### src/rtl/reg_pkg.sv
// Shared definitions for the universal shift register and the controllers
// that drive its mode input.
package reg_pkg;

    localparam int MODE_W = 3;

    typedef logic [MODE_W-1:0] mode_t;

    localparam mode_t MODE_HOLD = 3'b000;
    localparam mode_t MODE_LOAD = 3'b001;
    localparam mode_t MODE_SHL  = 3'b010;
    localparam mode_t MODE_SHR  = 3'b011;
    localparam mode_t MODE_ROL  = 3'b100;
    localparam mode_t MODE_ROR  = 3'b101;
    localparam mode_t MODE_ASR  = 3'b110;
    localparam mode_t MODE_RSVD = 3'b111;  // treated as hold

endpackage

### src/rtl/usr_next_state.sv
// Combinational next-value function of the universal shift register.
// The single-bit width is handled separately so no out-of-range bit is ever
// referenced: there, shifts take the serial input and rotates/ASR hold.
module usr_next_state
    import reg_pkg::*;
#(
    parameter int N = 8
) (
    input  logic [N-1:0] q,
    input  logic [N-1:0] d,
    input  mode_t        mode,
    input  logic         sin_l,
    input  logic         sin_r,
    output logic [N-1:0] q_next
);

    generate
        if (N == 1) begin : g_one
            // One-bit register: only load and the two serial shifts change q
            always_comb begin
                q_next = q;
                case (mode)
                    MODE_LOAD: q_next = d;
                    MODE_SHL:  q_next = sin_r;
                    MODE_SHR:  q_next = sin_l;
                    default:   q_next = q;
                endcase
            end
        end else begin : g_wide
            logic [N-1:0] shl;
            logic [N-1:0] shr;
            logic [N-1:0] rol;
            logic [N-1:0] ror;
            logic [N-1:0] asr;

            // Build every shifted candidate bit by bit; the end bits pick up
            // the serial input, the wrapped bit or the sign bit.
            for (genvar gi = 0; gi < N; gi++) begin : g_bit
                if (gi == 0) begin : g_lsb_up
                    assign shl[gi] = sin_r;
                    assign rol[gi] = q[N-1];
                end else begin : g_mid_up
                    assign shl[gi] = q[gi-1];
                    assign rol[gi] = q[gi-1];
                end

                if (gi == N - 1) begin : g_msb_down
                    assign shr[gi] = sin_l;
                    assign ror[gi] = q[0];
                    assign asr[gi] = q[N-1];
                end else begin : g_mid_down
                    assign shr[gi] = q[gi+1];
                    assign ror[gi] = q[gi+1];
                    assign asr[gi] = q[gi+1];
                end
            end

            // Select the candidate for the requested mode
            always_comb begin
                q_next = q;
                case (mode)
                    MODE_LOAD: q_next = d;
                    MODE_SHL:  q_next = shl;
                    MODE_SHR:  q_next = shr;
                    MODE_ROL:  q_next = rol;
                    MODE_ROR:  q_next = ror;
                    MODE_ASR:  q_next = asr;
                    default:   q_next = q;
                endcase
            end
        end
    endgenerate

endmodule

### src/rtl/univ_shift_register.sv
// N-bit universal register: hold, load, logical shift, rotate and arithmetic
// shift right, with serial taps at both ends. Priority at each edge is
// clr > en low (hold) > sclr > mode.
module univ_shift_register
    import reg_pkg::*;
#(
    parameter int            N         = 8,
    parameter logic [N-1:0]  RESET_VAL = '0
) (
    input  logic         clk,
    input  logic         clr,
    input  logic         en,
    input  logic         sclr,
    input  logic [2:0]   mode,
    input  logic [N-1:0] d,
    input  logic         sin_r,
    input  logic         sin_l,
    output logic [N-1:0] q,
    output logic         sout_l,
    output logic         sout_r
);

    logic [N-1:0] q_next;

    usr_next_state #(
        .N(N)
    ) u_next (
        .q      (q),
        .d      (d),
        .mode   (mode),
        .sin_l  (sin_l),
        .sin_r  (sin_r),
        .q_next (q_next)
    );

    // State register: async clear, then enable gate, then sync clear
    always_ff @(posedge clk or posedge clr) begin
        if (clr) begin
            q <= RESET_VAL;
        end else if (en) begin
            if (sclr) begin
                q <= RESET_VAL;
            end else begin
                q <= q_next;
            end
        end
    end

    // Serial outputs are the end bits of the stored value
    assign sout_l = q[N-1];
    assign sout_r = q[0];

endmodule

### config.mk
export PLATFORM = sky130hd
export DESIGN_NAME = univ_shift_register
export DESIGN_NICKNAME = d
export VERILOG_FILES = /design/src/rtl/reg_pkg.sv /design/src/rtl/usr_next_state.sv /design/src/rtl/univ_shift_register.sv
export SDC_FILE = /design/constraint.sdc
export NUM_CORES = 1
export LEC_CHECK = 0
export CAP_MARGIN = 0
export CORE_AREA = 2 2 43 55
export CTS_BUF_LIST = sky130_fd_sc_hd__clkbuf_16
export DETAILED_ROUTE_END_ITERATION = 10
export DIE_AREA = 0 0 45 57
export GPL_ROUTABILITY_DRIVEN = 0
export PLACE_DENSITY_LB_ADDON = 0.08
export SLEW_MARGIN = 30
export SYNTH_ARGS = -nofsm -noshare
export SYNTH_HDL_FRONTEND = slang
export SYNTH_SLANG_ARGS = --single-unit
### constraint.sdc
create_clock -name clk -period 1.15 [get_ports clk]
set_input_delay 0.1725 -clock clk [delete_from_list [all_inputs] [get_ports clk]]
set_output_delay 0.1725 -clock clk [all_outputs]
set_load 0.05 [all_outputs]
Yosys cells after proc, flatten, opt, wreduce, memory -nomap -nowiden --
Cells that the tools add are included.
Word-level totals: logic and storage cells 15, bits in registers 8, output and inout bits 10, bits of input ports 17
Operators by class: reduce and logical (&&, ||, !) cells 4, equality and inequality tests 7, mux-type cells 2
Operators by type and width (count):
- case mux 8 bit (6 select lines) | 1
- equality test 3 bit, second input constant | 3
- 2-to-1 mux 8 bit | 1
- nonzero test 7 bit | 1
- equality test 3 x 2 -> 1 bit, second input constant | 2
- nonzero test 6 bit | 1
- equality test 3 x 1 -> 1 bit, second input constant | 1
- AND reduction 3 bit | 1
- != test 2 bit, second input constant | 1
- AND reduction 2 bit | 1

Longest topological paths before layout --
Gate-level depths: netlist (run 1).
word-level depth 3, gate-level depth with buffers 6, mapped depth without buffers 4

Cells and area by module --
From an unflattened synthesis (run 1), not the netlist that was laid out.
Unflattened totals: cells, all modules 71, area total of the unflattened synthesis 725.7 um^2
By module, submodules not included:
- usr_next_state | sequential area each 0.0 um^2, area an instance 404.1 um^2, cells an instance 48, instances 1
- univ_shift_register | sequential area each 200.2 um^2, area an instance 321.6 um^2, cells an instance 23, instances 1

Least setup slack after synthesis (run 1) --
OpenSTA, ideal clock, no wires.
path kind register -> register, from reg q[5], to reg q[4], arrival time 1377 ps, library setup time 125 ps, path buffers 0, path slack -352 ps, stages on the path, launching flop included 5, clock period less this slack 1502 ps, required time 1025 ps, path through dfrtp_1 mux2_2 o22ai_1 a211oi_1 mux2_4
Between the ends: longest elaborated chain between the ends 2
Ends and longest elaborated chain:
- start, declared | RTL line univ_shift_register.sv:18 | output logic [N-1:0] q,
- start signal, assigned | RTL line univ_shift_register.sv:44 | q <= q_next;
- case mux 8 bit (6 select lines) | RTL line usr_next_state.sv:61 | case (mode)
- 2-to-1 mux 8 bit | RTL line univ_shift_register.sv:41 | if (sclr) begin
No other way between the ends. A chain may end at the register's enable or synchronous reset.

Final worst setup path (run 1) --
Same ends and word-level chain as after synthesis.

==> results of run 1 <==
cells in the final DEF (no fill, tap or decap), types with 4 or more instances in the layout:
master | netlist | final
buf_4 | 2 | 23
a211oi_2 | 0 | 5
dfrtp_2 | 0 | 7
mux2i_1 | 7 | 4
buf_6 | 4 | 11
buf_12 | 0 | 11
clkdlybuf4s50_1 | 0 | 6
inv_1 | 4 | 5
dlymetal6s2s_1 | 0 | 5
mux2_4 | 5 | 9
power by group:
part           total [mW]  switching, mW  internal [mW]
sequential          0.370         0.0384          0.331
clock               0.593          0.140          0.453
combinational        1.02          0.474          0.549
worst paths after layout:
check,cells past startpoint,endpoint,slack [ns]
setup / recovery,4,q[4]$_DFFE_PP0P_,-0.16
min in group clk,3,q[7]$_DFFE_PP0P_,0.33
setup reg to reg,4,q[4]$_DFFE_PP0P_,-0.16
hold reg to reg,2,q[1]$_DFFE_PP0P_,0.60
hold / removal,2,q[4]$_DFFE_PP0P_,0.20
max in group asynchronous,2,q[2]$_DFFE_PP0P_,0.67
cell families (layout without fill, tap and decap cells):
| family | after synthesis | after routing |
|---|---|---|
| buf+inv | 13 | 67 |
| flops | 8 | 8 |
| simple gates | 11 | 11 |
| xor+xnor | 2 | 2 |
| mux | 18 | 18 |
| compound gates | 25 | 25 |
what timing repair did:
| item | 4_1_cts | 5_1_grt |
|---|---|---|
| gates resized for setup | 32 | 32 |
| setup endpoints to repair | 8 | 10 |
| hold buffers | 0 | 0 |
| pin swaps | 7 | 13 |
| setup buffers | 6 | 6 |
final cells by class:
cell class | instances | area, um2 | area share (%)
timing repair buffer | 59 | 671.9 | 41.21
multi-input combinational | 56 | 629.4 | 38.60
sequential | 8 | 209.0 | 12.82
clock buffer | 3 | 75.07 | 4.605
tap | 21 | 26.28 | 1.612
inverter | 4 | 15.01 | 0.9210
clock inverter | 1 | 3.754 | 0.2302
metal layers:
layer	vias up	GRT usage, %	wire (um)
met3	6	2.848	57
met5	-	0	0
met4	0	12.61	59
met1	407	21.94	972
met2	17	34.49	1536
li1	398	-	-
cell usage after synthesis, drive strengths merged:
| cell type | n | area (um2) |
|---|---|---|
| nor2b | 1 | 6.260 |
| mux2i | 7 | 70.07 |
| or2 | 1 | 6.260 |
| and3 | 1 | 7.510 |
| o2111a | 1 | 11.26 |
| o311ai | 1 | 8.760 |
| a31o | 1 | 8.760 |
| a21o | 1 | 7.510 |
| o21ai | 3 | 15.01 |
| nand2 | 2 | 7.510 |
| nor3 | 1 | 16.27 |
| xor2 | 1 | 8.760 |
| nor3b | 2 | 15.01 |
| a21oi | 3 | 15.01 |
| dfrtp | 8 | 200.2 |
| o221ai | 1 | 8.760 |
| nor4bb | 1 | 10.01 |
| inv | 4 | 15.01 |
| xnor2 | 1 | 8.760 |
| o21a | 1 | 7.510 |
| nor2 | 2 | 7.510 |
| a211oi | 6 | 45.04 |
| o22ai | 6 | 37.54 |
| mux2 | 11 | 142.6 |
| a22o | 1 | 8.760 |
| buf | 9 | 83.81 |
per-stage QoR:
step | cells | hold WS [ns]
after floorplan | 77 | -0.01231
after CTS | 146 | 0.2134
after global routing | 152 | 0.2527
final | 152 | 0.2024
after global placement | 136 | 0.4502
after detailed placement | 136 | 0.4552
==> run metrics, run 1 <==
CP Capture Type=register; Overall Power=1.985 mW; Compound-Gate Fraction of Synth Area=approximately 22%; Place WS=-0.7146 ns; Simple-Gate Fraction of Synth Area=9.791%; final hold vios=0; RSZ-0062 raised after global routing=true; Syn. warnings=0; Chip Height=between 50 and 60 um; Distinct cells, synth=31; max-slew violation count=0; MaxCap Viol Count=0; Pwr Density=1218 nW/um2; DIE AREA=~2600 um2; clock root cell=clkbuf_16; Critical Path Source=q[5]$_DFFE_PP0P_; antenna viol nets, final=0; Crit path max-delay family=multiplexers; layout cells sized above 1=68.70%; I/O pin count=27; Overflow after GRT=0; Sum Neg Setup Slack=-0.4031 ns; P&R area growth vs syn=109.1%; Avg Inst Size Synth=a little over 10 um2; Placement Cell Area=1255 um2; xor-xnor portion of the synthesized cell area=2.247%; crit-path cells=mux2_4, o22ai_4, a211oi_2, mux2_4; Initial Utilization=37.26%; CTS sink count=8; WL final=between 2 and 3 mm; clk_lat worst skew=0.23 ns; Tmin final=1.305 ns; largest net degree at the start of global routing=11; f_max=766.1 MHz; post-synthesis cell count=77; DR vias/cell=5.447; final core occ=77.93%; Regs by FF count=q: 8 flops; antenna violations before repair=0; CP max stage delay=just under 0.4 ns; Max rail drop VDD=0.0007628 V; sequential area share after synthesis=25.68%; Leak Pwr=around 0.75 nW; port bufs=26; wire per inst=about 17 um; Largest register FFs=8; 1st-iter DRT viols=1; nets@finish=149; # fillers=130; CP arrival=~1.4 ns; adder-cell area share of the yosys netlist=0%; Startpoint Class=register; final worst slack=-0.1553 ns; Setup Viol. Count Final=5; cell row count=19; Post-Syn Nets=94; Tot GR Track Use=~20%; Core ar.=2092 um2; clock-pin slew on the worst setup and hold paths=0.04 ns; via count=828; Final Instance Area=1630 um2; CTS tree=yes; CP bufs+invs=0; global-route wire length before repair=roughly 3.8 mm; Worst Skew=0.006122 ns; WP data required=1.26 ns; Rel. slew slack=between 70% and 80%; htree depth=1; Worst Path Max Fanout=2; R2R Path Start=q[5]$_DFFE_PP0P_; Mapped Area=779.5 um2; most used cell, CP=mux2_4; vias in the first global route=861; # diodes=0; Post-DP HPWL=1.619 mm; main combinational cell family by area after synthesis=multiplexers; status=complete, but fails checks; Bufs on Longest Clock Path=2; drt first pass iters=4; failing checks=negative setup slack; critical-path cell with the highest stage delay=dfrtp_2; residual DRC count=0; hold crit path type=in -> async; Top reg by flops=q; Die W=45 um; Seq cells post-synth=8; worst setup path class=reg -> reg; Final Cycle Share=113.5%; Worst-Margin Slew=0.3374 ns; total CTS buffers=3; post-synthesis mux area share=27.29%
Note: power is estimated with default switching activity, not from simulation.
==> inputs of run 2 (changes only) <==
- ABC_AREA: not set -> 1
- CORE_AREA: 2 2 43 55 -> 8 8 47 59
- DIE_AREA: 0 0 45 57 -> 0 0 55 67
==> run metrics, run 2 <==
MaxCap Viol Count=0 (unchanged); nets@finish=158 (+6.0%); CP arrival=0.91 ns (-0.51 ns); Rel. slew slack=78.21% (+0.73 points); status=finished, final reports clean; CTS sink count=8 (unchanged); Chip Height=67 um (+18%); asr flop ratio synth=100.0% (unchanged); drt first pass iters=5 (+1); Pwr Density=1253 nW/um2 (+2.9%); Setup Viol. Count Final=0 (-5); met1 Resource Use GR=13.52% (-8.4 points); final core occ=64.42% (-14 points); top post-synthesis cells by count=nand2_1, nand3_1, dfrtp_1; 1st-iter DRT viols=37 (+36); DIE AREA=3685 um2 (+44%); switching share of power=31.58% (-1.3 points); f_max=921.7 MHz (+20%); total CTS buffers=3 (unchanged); RSZ-0062 raised after global routing=false; # fillers=183 (+41%); post-synth top area share=30.02% (+4.3 points); residual DRC count=0 (unchanged); layout cells sized above 1=31.65% (-37 points); wire per inst=13.13 um (-24%); Startpoint Class=register; Post-Syn Nets=118 (+26%); Die W=55 um (+22%); Leak Pwr=0.6039 nW (-19%); port bufs=26 (unchanged); Worst Path Max Fanout=4 (+2); Internal=1.044 mW (-22%); antenna viol nets, final=0 (unchanged); combinational fraction of design power=38.0% (-14 points); EDFF count, synth=0 (unchanged); WP data required=0.98 ns (-0.28 ns); Bufs on Longest Clock Path=2 (unchanged); most common cell in the netlist=nand2_1; clk_lat worst skew=0.23 ns (about the same); Global Route met3 Usage=4.232% (+1.4 points); Core ar.=1892 um2 (-9.6%); most frequent cells in the layout=nand2_1, nand3_1, clkdlybuf4s50_1; Regs by FF count=q: 8 flops; Place WS=-0.3284 ns (+0.3862 ns); Distinct cells, synth=19 (-39%); final hold vios=0 (unchanged); cell row count=18 (-1); antenna violations before repair=0 (unchanged); largest net degree at the start of global routing=9 (-2); Max rail drop VDD=0.0008856 V (+16%); Initial Utilization=35.25% (-2.0 points); Worst Skew=0.0007986 ns (-0.005323 ns); sequential area share after synthesis=30.02% (+4.3 points); Hold WS=0.1939 ns (-0.008512 ns); WL final=2.088 mm (-20%); max-slew violation count=0 (unchanged); clock network power share=38.3% (+8.4 points); P&R area growth vs syn=82.74%; Seq cells post-synth=8 (unchanged); Seq pwr share=23.7% (+5.1 points); post-synth top area cell=dfrtp_1; global route hottest layer=met2; Worst-Margin Slew=0.3264 ns (-0.01097 ns); Mapped Area=666.9 um2 (-14%); r2r worst-path depth=6 (+2); sw power=0.4821 mW (-26%); Overflow after GRT=0 (unchanged); Top reg by flops=q; global-route wire length before repair=3.477 mm (-7.4%); commonest non-fill, non-tap cell in the layout=nand2_1; worst setup path class=reg -> out; Largest register FFs=8 (unchanged); hold crit path type=in -> async; met2 Resource Use GR=21.02% (-13 points); post-synthesis cell count=101 (+31%); # diodes=0 (unchanged); Final Cycle Share=94.35% (-19 points); Avg Inst Size Synth=6.603 um2 (-35%); largest cells by area after synthesis=dfrtp_1, nand2_1, nand3_1, buf_6, nand2_2; final worst slack=0.06503 ns (+0.2203 ns); Post-DP HPWL=1.509 mm (-6.8%); Syn. warnings=0 (unchanged); DR vias/cell=4.906 (-9.9%); clock root cell=clkbuf_16; via count=780 (-5.8%); Most used DFF post-synth=dfrtp_1; CP Capture Type=primary output; Hold Buf Count CTS=0 (unchanged); htree depth=1 (unchanged); Tmin final=1.085 ns (-0.2203 ns); vias in the first global route=810 (-5.9%); Tot GR Track Use=12.49% (-7.5 points); clock-pin slew on the worst setup and hold paths=0.04 ns (about the same); CTS tree=yes; I/O pin count=27 (unchanged)
==> run 2: cell types whose count changed after synthesis, sizes merged, moves of 2 or more <==
cell    delta
nand3     +15
mux2i      -7
o22ai      -6
a21oi      -2
buf        -4
nor3b      -2
a211oi     -6
nand2     +53
nor2       +2
nand4      +3
mux2      -11
inv        +3
==> run 2: stage by stage <==
step / cell area [um2] / TNS, ns / power (mW) / std cells
final: 1219 / 0 / 1.526 / 159
after global routing: 1219 / 0 / 1.581 / 159
after CTS: 1220 / 0 / 1.530 / 159
after detailed placement: 1076 / -2.538 / 0.9195 / 150
after global placement: 1076 / -2.459 / 0.9172 / 150
after floorplan: 666.9 / 0 / 0.6372 / 101
==> run 2: cell families after synthesis <==
| group | Yosys count | share of synthesized area, % |
|---|---|---|
| AND/OR/NAND/NOR | 77 | 52.91 |
| buffers and inverters | 13 | 12.57 |
| AO/OA/AOI/OAI | 3 | 4.503 |
| flip-flops | 8 | 30.02 |
==> run 2: path summary, 6_finish.rpt <==
| path | endpoint | slack [ns] | startpoint |
|---|---|---|---|
| setup / recovery | sout_r | 0.07 | q[0]$_DFFE_PP0P_ |
| hold / removal | q[4]$_DFFE_PP0P_ | 0.19 | clr |
| setup reg to reg | q[0]$_DFFE_PP0P_ | 0.18 | q[7]$_DFFE_PP0P_ |
| hold reg to reg | q[3]$_DFFE_PP0P_ | 0.58 | q[3]$_DFFE_PP0P_ |
| max in group asynchronous | q[3]$_DFFE_PP0P_ | 0.71 | clr |
| min in group clk | q[7]$_DFFE_PP0P_ | 0.55 | mode[0] |
==> run 2: layout make-up <==
| class | count | area (um2) | share of cell area, % |
|---|---|---|---|
| inverters | 8 | 37.54 | 3.080 |
| repair buffers | 40 | 483.0 | 39.63 |
| clock buffers | 3 | 75.07 | 6.160 |
| flip-flops and latches | 8 | 200.2 | 16.43 |
| multi-input cells | 80 | 397.9 | 32.65 |
| well taps | 20 | 25.02 | 2.053 |
==> run 2: power by group through the flow <==
| stage | clock, mW | combinational (mW) | sequential [mW] |
|---|---|---|---|
| 2_1_floorplan | 0 | 0.189 | 0.448 |
| 3_3_place_gp | 0 | 0.551 | 0.366 |
| 3_5_place_dp | 0 | 0.555 | 0.365 |
| 4_1_cts | 0.587 | 0.581 | 0.362 |
| 5_1_grt | 0.596 | 0.618 | 0.366 |
| 6_report | 0.585 | 0.580 | 0.361 |
==> run 2: per-layer routing <==
layer | routed length, um | up-vias
met2 | 1097 | 29
met3 | 151 | 6
met1 | 793 | 353
li1 | - | 392
met5 | 0 | -
met4 | 45 | 0
==> run 2: timing repair <==
| item | CTS | global route |
|---|---|---|
| setup buffers | 5 | 1 |
| setup endpoints to repair | 8 | 8 |
| resized for setup | 12 | 4 |
| cloned | 1 | 0 |
| hold endpoints to repair | 0 | 0 |
| pin swaps | 7 | 7 |
==> run 2: worst max-delay path, stage by stage (launching register included) <==
cell,delay [ns]
dfrtp_1,0.37
buf_4,0.16
buf_12,0.15
